`config.mk`:
```
export PLATFORM = sky130hd
export DESIGN_NAME = cell_updater
export DESIGN_NICKNAME = d
export VERILOG_FILES = /design/src/rtl/cell_updater.sv
export SDC_FILE = /design/constraint.sdc
export NUM_CORES = 1
export LEC_CHECK = 0
export CELL_PAD_IN_SITES_DETAIL_PLACEMENT = 0
export CELL_PAD_IN_SITES_GLOBAL_PLACEMENT = 1
export CORE_ASPECT_RATIO = 1.2
export CORE_MARGIN = 2
export CORE_UTILIZATION = 42
export DETAILED_ROUTE_END_ITERATION = 16
export PLACE_DENSITY_LB_ADDON = 0.1
export SETUP_SLACK_MARGIN = 0.05
export SKIP_LAST_GASP = 1
export SYNTH_ARGS = -nofsm -noshare
export SYNTH_HDL_FRONTEND = slang
export SYNTH_SLANG_ARGS = --single-unit
```
`constraint.sdc`:
```
create_clock -name clk -period 2.8 [get_ports clk]
set_input_delay 0.28 -clock clk [delete_from_list [all_inputs] [get_ports clk]]
set_output_delay 0.28 -clock clk [all_outputs]
set_load 0.005 [all_outputs]
```
`src/rtl/cell_updater.sv`:
```
// rtl/cell_updater.sv - Game of Life generation engine, one cell per 11 cycles
//
// Purpose: sweeps the grid row-major. For each cell it issues nine reads
// (self, then eight neighbours clockwise from upper), waits one cycle for the
// last read to return, and writes the next-generation state.
// Compile-time option: GOL_TORUS_EN - neighbours wrap around the grid edges;
// when undefined, off-grid neighbours count as dead and their read slot is idle.
//
// Ports:
//   clk        - clock, rising edge
//   rst        - synchronous active-high reset
//   start      - one-cycle request to compute a generation
//   busy       - sweep in progress
//   done       - one-cycle pulse at sweep completion
//   rd_en      - read strobe, current-generation memory
//   rd_addr    - read address {y,x}, zero when rd_en is low
//   rd_data    - cell state, valid the cycle after rd_en
//   wr_en      - write strobe, next-generation memory
//   wr_addr    - write address {y,x}, zero when wr_en is low
//   wr_data    - new cell state
//   live_count - live cells written in the last completed sweep

module cell_updater #(
   parameter int MAX_i = 63,
   parameter int MAX_j = 47,
   parameter int XW    = 6,
   parameter int YW    = 6
) (
   input  logic                 clk,
   input  logic                 rst,
   input  logic                 start,
   output logic                 busy,
   output logic                 done,
   output logic                 rd_en,
   output logic [YW+XW-1:0]     rd_addr,
   input  logic                 rd_data,
   output logic                 wr_en,
   output logic [YW+XW-1:0]     wr_addr,
   output logic                 wr_data,
   output logic [YW+XW:0]       live_count
);

   localparam int AW = YW + XW;
   localparam logic [XW-1:0] XMAX = XW'(MAX_i);
   localparam logic [YW-1:0] YMAX = YW'(MAX_j);

   typedef enum logic [2:0] {IDLE, FETCH, DRAIN, WRITE, FIN} state_t;

   state_t        state;
   logic [3:0]    k;
   logic [3:0]    count;
   logic [XW-1:0] x;
   logic [YW-1:0] y;
   logic          self_q;
   logic          rd_en_d;   // whether the data now on rd_data was really read
   logic [AW:0]   acc;

   // Returns {strobe, address} for neighbour slot kk of cell (cx, cy).
   // The address is zeroed when the slot is idle so rd_addr stays 0.
   function automatic logic [AW:0] slot_addr(input logic [3:0]    kk,
                                             input logic [XW-1:0] cx,
                                             input logic [YW-1:0] cy);
      logic [1:0]    dx;     // 0: same, 1: +1, 2: -1
      logic [1:0]    dy;
      logic [XW-1:0] nx;
      logic [YW-1:0] ny;
      logic          ok;
      case (kk)
         4'd0:    begin dx = 2'd0; dy = 2'd0; end
         4'd1:    begin dx = 2'd0; dy = 2'd2; end
         4'd2:    begin dx = 2'd1; dy = 2'd2; end
         4'd3:    begin dx = 2'd1; dy = 2'd0; end
         4'd4:    begin dx = 2'd1; dy = 2'd1; end
         4'd5:    begin dx = 2'd0; dy = 2'd1; end
         4'd6:    begin dx = 2'd2; dy = 2'd1; end
         4'd7:    begin dx = 2'd2; dy = 2'd0; end
         default: begin dx = 2'd2; dy = 2'd2; end
      endcase
      nx = cx;
      if (dx == 2'd1)      nx = (cx == XMAX) ? '0 : cx + 1'b1;
      else if (dx == 2'd2) nx = (cx == '0) ? XMAX : cx - 1'b1;
      ny = cy;
      if (dy == 2'd1)      ny = (cy == YMAX) ? '0 : cy + 1'b1;
      else if (dy == 2'd2) ny = (cy == '0) ? YMAX : cy - 1'b1;
`ifdef GOL_TORUS_EN
      ok = 1'b1;
`else
      ok = !((dx == 2'd1 && cx == XMAX) || (dx == 2'd2 && cx == '0) ||
             (dy == 2'd1 && cy == YMAX) || (dy == 2'd2 && cy == '0));
`endif
      return ok ? {1'b1, ny, nx} : '0;
   endfunction

   // Idle slots read as dead regardless of what rd_data shows.
   logic          contrib;
   logic [3:0]    count_fin;
   logic          new_cell;
   logic [AW:0]   acc_next;
   logic          last_cell;
   logic [XW-1:0] x_next;
   logic [YW-1:0] y_next;

   assign contrib   = rd_data & rd_en_d;
   assign count_fin = count + {3'b000, contrib};
   assign new_cell  = (count_fin == 4'd3) | (self_q & (count_fin == 4'd2));
   assign acc_next  = acc + {{AW{1'b0}}, wr_data};
   assign last_cell = (x == XMAX) && (y == YMAX);
   assign x_next    = (x == XMAX) ? '0 : x + 1'b1;
   assign y_next    = (x == XMAX) ? y + 1'b1 : y;

   always_ff @(posedge clk) begin
      if (rst) begin
         state      <= IDLE;
         k          <= '0;
         count      <= '0;
         x          <= '0;
         y          <= '0;
         self_q     <= 1'b0;
         rd_en_d    <= 1'b0;
         acc        <= '0;
         busy       <= 1'b0;
         done       <= 1'b0;
         rd_en      <= 1'b0;
         rd_addr    <= '0;
         wr_en      <= 1'b0;
         wr_addr    <= '0;
         wr_data    <= 1'b0;
         live_count <= '0;
      end else begin
         rd_en_d <= rd_en;
         done    <= 1'b0;
         rd_en   <= 1'b0;
         rd_addr <= '0;
         wr_en   <= 1'b0;
         wr_addr <= '0;
         wr_data <= 1'b0;
         case (state)
            IDLE: begin
               if (start) begin
                  state   <= FETCH;
                  k       <= '0;
                  x       <= '0;
                  y       <= '0;
                  count   <= '0;
                  acc     <= '0;
                  busy    <= 1'b1;
                  rd_en   <= 1'b1;   // self of cell {0,0}
               end
            end
            FETCH: begin
               // rd_data now carries the result of slot k-1
               if (k == 4'd1)      self_q <= contrib;
               else if (k != 4'd0) count  <= count_fin;
               if (k == 4'd8) begin
                  state <= DRAIN;
               end else begin
                  k                  <= k + 4'd1;
                  {rd_en, rd_addr}   <= slot_addr(k + 4'd1, x, y);
               end
            end
            DRAIN: begin
               state   <= WRITE;
               wr_en   <= 1'b1;
               wr_addr <= {y, x};
               wr_data <= new_cell;
            end
            WRITE: begin
               if (last_cell) begin
                  // live_count and done appear together in the FIN cycle
                  state      <= FIN;
                  done       <= 1'b1;
                  busy       <= 1'b0;
                  live_count <= acc_next;
                  acc        <= acc_next;
               end else begin
                  state   <= FETCH;
                  k       <= '0;
                  count   <= '0;
                  x       <= x_next;
                  y       <= y_next;
                  acc     <= acc_next;
                  rd_en   <= 1'b1;
                  rd_addr <= {y_next, x_next};
               end
            end
            FIN: begin
               state <= IDLE;
               k     <= '0;
            end
            default: state <= IDLE;
         endcase
      end
   end

endmodule

```
* Word-level counts from Yosys, hierarchy flattened
Memory sizes are Yosys's and may differ from the RTL's.
Cells that the tools add are included.
Widths: inputs -> output; s select.
** Operators by class
- Reduce and logical (&&, ||, !) cells :: 25
- Bitwise gates (word level) :: 5
- Equal/unequal tests :: 21
- Add/sub/neg operators :: 7
- Multiplexer cells :: 44
** Operators with widths (number)
- $mux 6 :: 12
- $mux 4 :: 9
- $mux 13 :: 2
- $pmux 13 s2 :: 1
- $mux 12 :: 2
- $pmux 12 s2 :: 1
- $pmux 6 s2 :: 2
- $pmux 4 s4 :: 1
- $ne 2x2->1 const B :: 7
- $add 13x1->13 :: 1
- $add 6x1->6 const B :: 2
- $eq 6x6->1 const B :: 2
- $logic_not 6->1 :: 2
- $pmux 3 s4 :: 1
- $pmux 4 s3 :: 1
- $sub 6x1->6 const B :: 2
- $mux 3 :: 3
- $eq 4x2->1 const B :: 2
- $reduce_and 2->1 :: 4
- $reduce_bool 4->1 :: 2
- $mux 1 :: 7
- $eq 3x2->1 const B :: 2
- $reduce_and 3->1 :: 2
- $logic_and 1x1->1 :: 5
- 20 further kinds :: 27
** Word-level totals
- Output and inout port bits :: 42
- Bits in read-only memories :: 32
- Bits of input ports :: 4
- Flip-flop bits (word level) :: 80
- Word-level logic and storage cells :: 119
- Memories :: 1
** Memory list
- (name not given) :: words 8, bits a word 4, rd ports 1, clocked after Yosys merged registers in 0, write ports 0, line 68 : case (kk)

* Depth between registers and ports, before layout
An unclocked memory read counts as a cell.
- Depth after elaboration :: 14
- Mapped depth :: 10
- Depth with buffers taken out :: 8

* Worst setup path before layout
Ideal clock, no wire load.
- Path kind :: register -> register
- Start point :: register k[0]
- End point :: register rd_addr[2]
- Period minus slack after synthesis :: 2.382 ns
- Arrival time :: 2.296 ns
- Stages on the path, launching flop included :: 10
- Buffers on the path :: 1
- Slack :: 0.418 ns
- Setup time :: 0.087 ns
- Required time :: 2.713 ns
- Path through :: dfxtp_1 -> inv_1 -> ha_1 -> nor2b_1 -> a211oi_2 -> nor3_2 -> a2111oi_4 -> buf_6 -> nand3b_1 -> a221oi_2
** On the way
- Word-level cells in the longest chain between the ends :: 14
- Elaborated cells on any way between the ends :: 23
- Classes of those cells :: add/sub: 1; eq/ne: 5; mux: 9; reduce/logical: 7; memory: 1
** RTL lines
- start: declaration :: line 50 : logic [3:0] k;
- start signal: assignment :: line 157 : k <= k + 4'd1;
- $add 4x1->4 :: line 158 : {rd_en, rd_addr} <= slot_addr(k + 4'd1, x, y);
- $mem_v2 8x4
- $mux 4 :: line 68
- $mux 4 :: line 154 : if (k == 4'd8) begin
- $mux 4 :: line 137 : case (state)
- $mux 4 :: line 112 : if (rst) begin
- $eq 2x1->1 / $eq 2x2->1 (equally long branches) :: line 80, 88, 81
- $logic_and 1x1->1 :: line 88 : ok = !((dx == 2'd1 && cx == XMAX) || (dx == 2'd2 && cx == '0) ||
- $logic_or 1x1->1 (2 in a row) :: line 88
- $logic_or 1x1->1 :: line 89 : (dy == 2'd1 && cy == YMAX) || (dy == 2'd2 && cy == '0));
- $mux 13 :: line 91 : return ok ? {1'b1, ny, nx} : '0;
- $mux 12 * :: line 154
- $pmux 12 s2 * :: line 137
- end signal: assignment :: line 158
- end signal: assignment :: line 183 : rd_addr <= {y_next, x_next};
- end: declaration :: line 35 : output logic [YW+XW-1:0] rd_addr,
Every way passes the cells marked *; elsewhere a longest branch is shown, timed or not. The select of a mux whose other input is x is not followed.
A chain may end at the register's enable or synchronous reset.

* Final worst setup path
- Start point :: register k[0]
- End point :: register rd_addr[1]
The elaborated chain is that of the path after synthesis.

==> out/metrics.cfg <==
[drt]
post_drt_wl_per_cell_um=16.0
vias=3889
drt-initial-drc-count=160
routed_via_density=5.65
drt_first_pass_iters=5
ant_nets=0
drc_errors=0
wl_um=11000

[synth]
syn_nets=532
synthAdderAreaFrac_pct=3.61
async_reset_ff_share_pct=0
synth_compound_area_share_pct=21.7
ys_types=62
synth_top_family_by_area=simple AND/OR/NAND/NOR gates
syn_inst=516
yosysTopAreaCellShare_pct=38.5
yosys_warnings=0
synth_xor_area_share_pct=4.00
synth_edf_count=0
yosysSeqAreaShare_pct=38.5
synth_ff_type=dfxtp_1
synth.avg_cell_area_um2=8.06
synth_area_um2=4160
synth-seq-cells=80
synth_top_area_cell=dfxtp_1
synthSimpleGateAreaFrac_pct=26.6
muxShareOfSynthArea_pct=0.993
synth.area.top_cells=dfxtp_1 39%, nor2_1 6.2%, a21oi_1 4.7%

[sta]
slew_violations=0
finalHoldWorstSlack_ns=0.460
slew_headroom_pct=59.4
setup_viol=0
clock-skew-final_ns=0.00837
min_period_over_period_pct=89.1
tns_ns=0
rsz0062_at_grt=no
fmax_mhz=401
tightest_slew_ns=0.609
period_minus_slack_ns=2.50
hold_viol_final=0

[critical_path]
reg2reg_slack_ns=0.30
critPathRequiredTime_ns=3.06
rr_endpoint=rd_addr[1]$_SDFF_PP0_
r2r_start=k[0]$_SDFFE_PP0P_
r2r_cells=9
crit_type=reg2reg
cp-start-kind=flop
cp_max_fo=9
crit_path_end_kind=flop
cp.arrival_ns=2.75

[final_layout]
final_layout_size_suffix_gt1_share_pct=10.1
syn2layout_area_growth_pct=21.9
final_util_pct=53.0
diodes=0
finalNetCount=576
fin_cells=688

[clock_network]
clkTransAtPathRegs_ns=0.06
ctsHoldBuffers=0
cts_root_buf=clkbuf_16
clkSinkCount=80
clock_latency_ns=0.34
cts_tree=done
cts_buffer_depth=2
h-tree-depth=3
numCtsBuffers=9

[worst_hold_path]
min_delay_path_depth=2
hold_end=live_count[1]$_SDFFE_PP0P_
hold_class=reg2reg
min-delay-start=live_count[1]$_SDFFE_PP0P_

[run_status]
outcome=completed

[floorplanning]
core_area_um2=9560
die_w_um=94.8
rows=39
die_h_um=113
dieArea_um2=10700
ioPinCount=46
start_util_pct=43.5

[global_routing]
gr-total-overflow=0
grt_max_degree=55
antenna_found_initial=0
grt_pass1_vias=3797
grt_pass1_wl_um=18200
track_usage_pct=21.5

[placed_design]
io_buffers=45
hpwlAfterDp_um=7600
dp_cells=671
gp_congestion=0.851

[power]
p_sw_share_pct=23.6
peakVddDrop_v=0.000288
leakage_uw=0.00187
p_int_uw=1920
power_density_nw_per_um2=495
clkPwrFrac_pct=45.7
power.switching_uw=592
seqPwrFrac_pct=46.1
p_comb_share_pct=8.2

[flow_run]
cap_violations=0

-- layer usage --
metal | track usage [%] | part of all wire (%) | vias up
met5 | 0 | 0 | -
met4 | 10.6 | 2.8 | 0
met3 | 3.33 | 4.1 | 22
met2 | 36.7 | 49 | 99
met1 | 26.1 | 44 | 1815
li1 | - | - | 1953
-- cell families (layout without fill, tap and decap cells) --
| logic type | Yosys count | after routing |
|---|---|---|
| compound gates | 137 | 137 |
| xor+xnor | 19 | 19 |
| fa+ha+maj | 12 | 12 |
| buf+inv | 45 | 94 |
| flops | 80 | 80 |
| mux | 4 | 4 |
| simple gates | 219 | 219 |
-- registers in the layout, summed over array words and instances, names as in the netlist --
signal and cells:
acc 13, live_count 13, rd_addr 12, wr_addr 12, x 6, y 6, count 4, k 4
state 3, busy 1, done 1, rd_en 1, rd_en_d 1, self_q 1, wr_data 1, wr_en 1
-- cells in the mapped netlist (4+ instances only) --
library cell,count
nand3_1,19
xnor2_1,12
dfxtp_1,80
nand4_1,7
nand2_1,39
ha_1,12
xor2_1,7
and3_1,25
a211oi_1,15
clkbuf_1,28
nand3b_1,5
a21oi_1,39
or2_2,5
and2_1,5
a22oi_1,11
nor2_1,69
a31oi_1,8
or3_1,6
buf_2,4
nor3_1,10
o22ai_1,6
inv_1,9
nor2b_1,8
o31ai_1,4
o21ai_0,27
-- power by group through the flow --
stage               logic [uW]  clock network (uW)  registers (uW)
finish                     206                1150            1160
global placement           201                   0            1180
floorplan                  143                   0            1180
detailed placement         201                   0            1180
CTS                        203                1160            1160
global route               226                1200            1160
-- worst max-delay path by stage --
stage,start,endpoint,slack (ns),cells after the start
CTS,k[0]$_SDFFE_PP0P_,rd_addr[1]$_SDFF_PP0_,0.08,9
floorplan,k[0]$_SDFFE_PP0P_,rd_addr[2]$_SDFF_PP0_,0.42,9
detailed placement,k[0]$_SDFFE_PP0P_,rd_addr[1]$_SDFF_PP0_,0.1,9
finish,k[0]$_SDFFE_PP0P_,rd_addr[1]$_SDFF_PP0_,0.30,9
global route,k[0]$_SDFFE_PP0P_,rd_addr[1]$_SDFF_PP0_,0.09,9
global placement,k[0]$_SDFFE_PP0P_,rd_addr[6]$_SDFF_PP0_,0.23,9
-- final cells by class --
class	count	area, um2
fillers	935	4500
multi-input cells	391	2370
flip-flops and latches	80	1600
repair buffers	69	626
clock buffers	13	240
well taps	123	154
clock inverters	3	42.5
inverters	9	33.8
-- per-stage QoR --
step                      power (uW)  setup WS (ns)  instance area (um2)
after floorplan                 1320          0.418                 4160
after global placement          1380          0.232                 4770
after detailed placement        1380         0.0977                 4770
after CTS                       2520         0.0842                 5060
after global routing            2590         0.0853                 5070
final                           2510          0.304                 5070
-- critical path, stage by stage, from the launching register on --
cell and delay, ns:
dfxtp_2 0.40, inv_1 0.11, ha_1 0.37, nor2b_1 0.17
a211oi_2 0.26, nor3_2 0.12, a2111oi_4 0.42, buf_4 0.21
nand4_1 0.18, o22ai_1 0.18
-- layout by cell type (no fill, tap or decap), types with 9 or more instances in the layout --
master           netlist  routed
nor2_1                69      69
dfxtp_1               80      78
and3_1                25      25
nor3_1                10      10
a21oi_1               39      39
clkbuf_16              0       9
clkdlybuf4s50_1        0      44
a22oi_1               11      11
ha_1                  12      12
xnor2_1               12      12
nand3_1               19      19
inv_1                  9       9
nand2_1               39      39
buf_4                  2      24
o21ai_0               27      27
a211oi_1              15      15
-- repair_timing --
item	in CTS	in global routing
gates resized for setup	0	2
buffers inserted	0	1
endpoints found under the setup margin	0	12
Power figures use the tool's default switching activity.
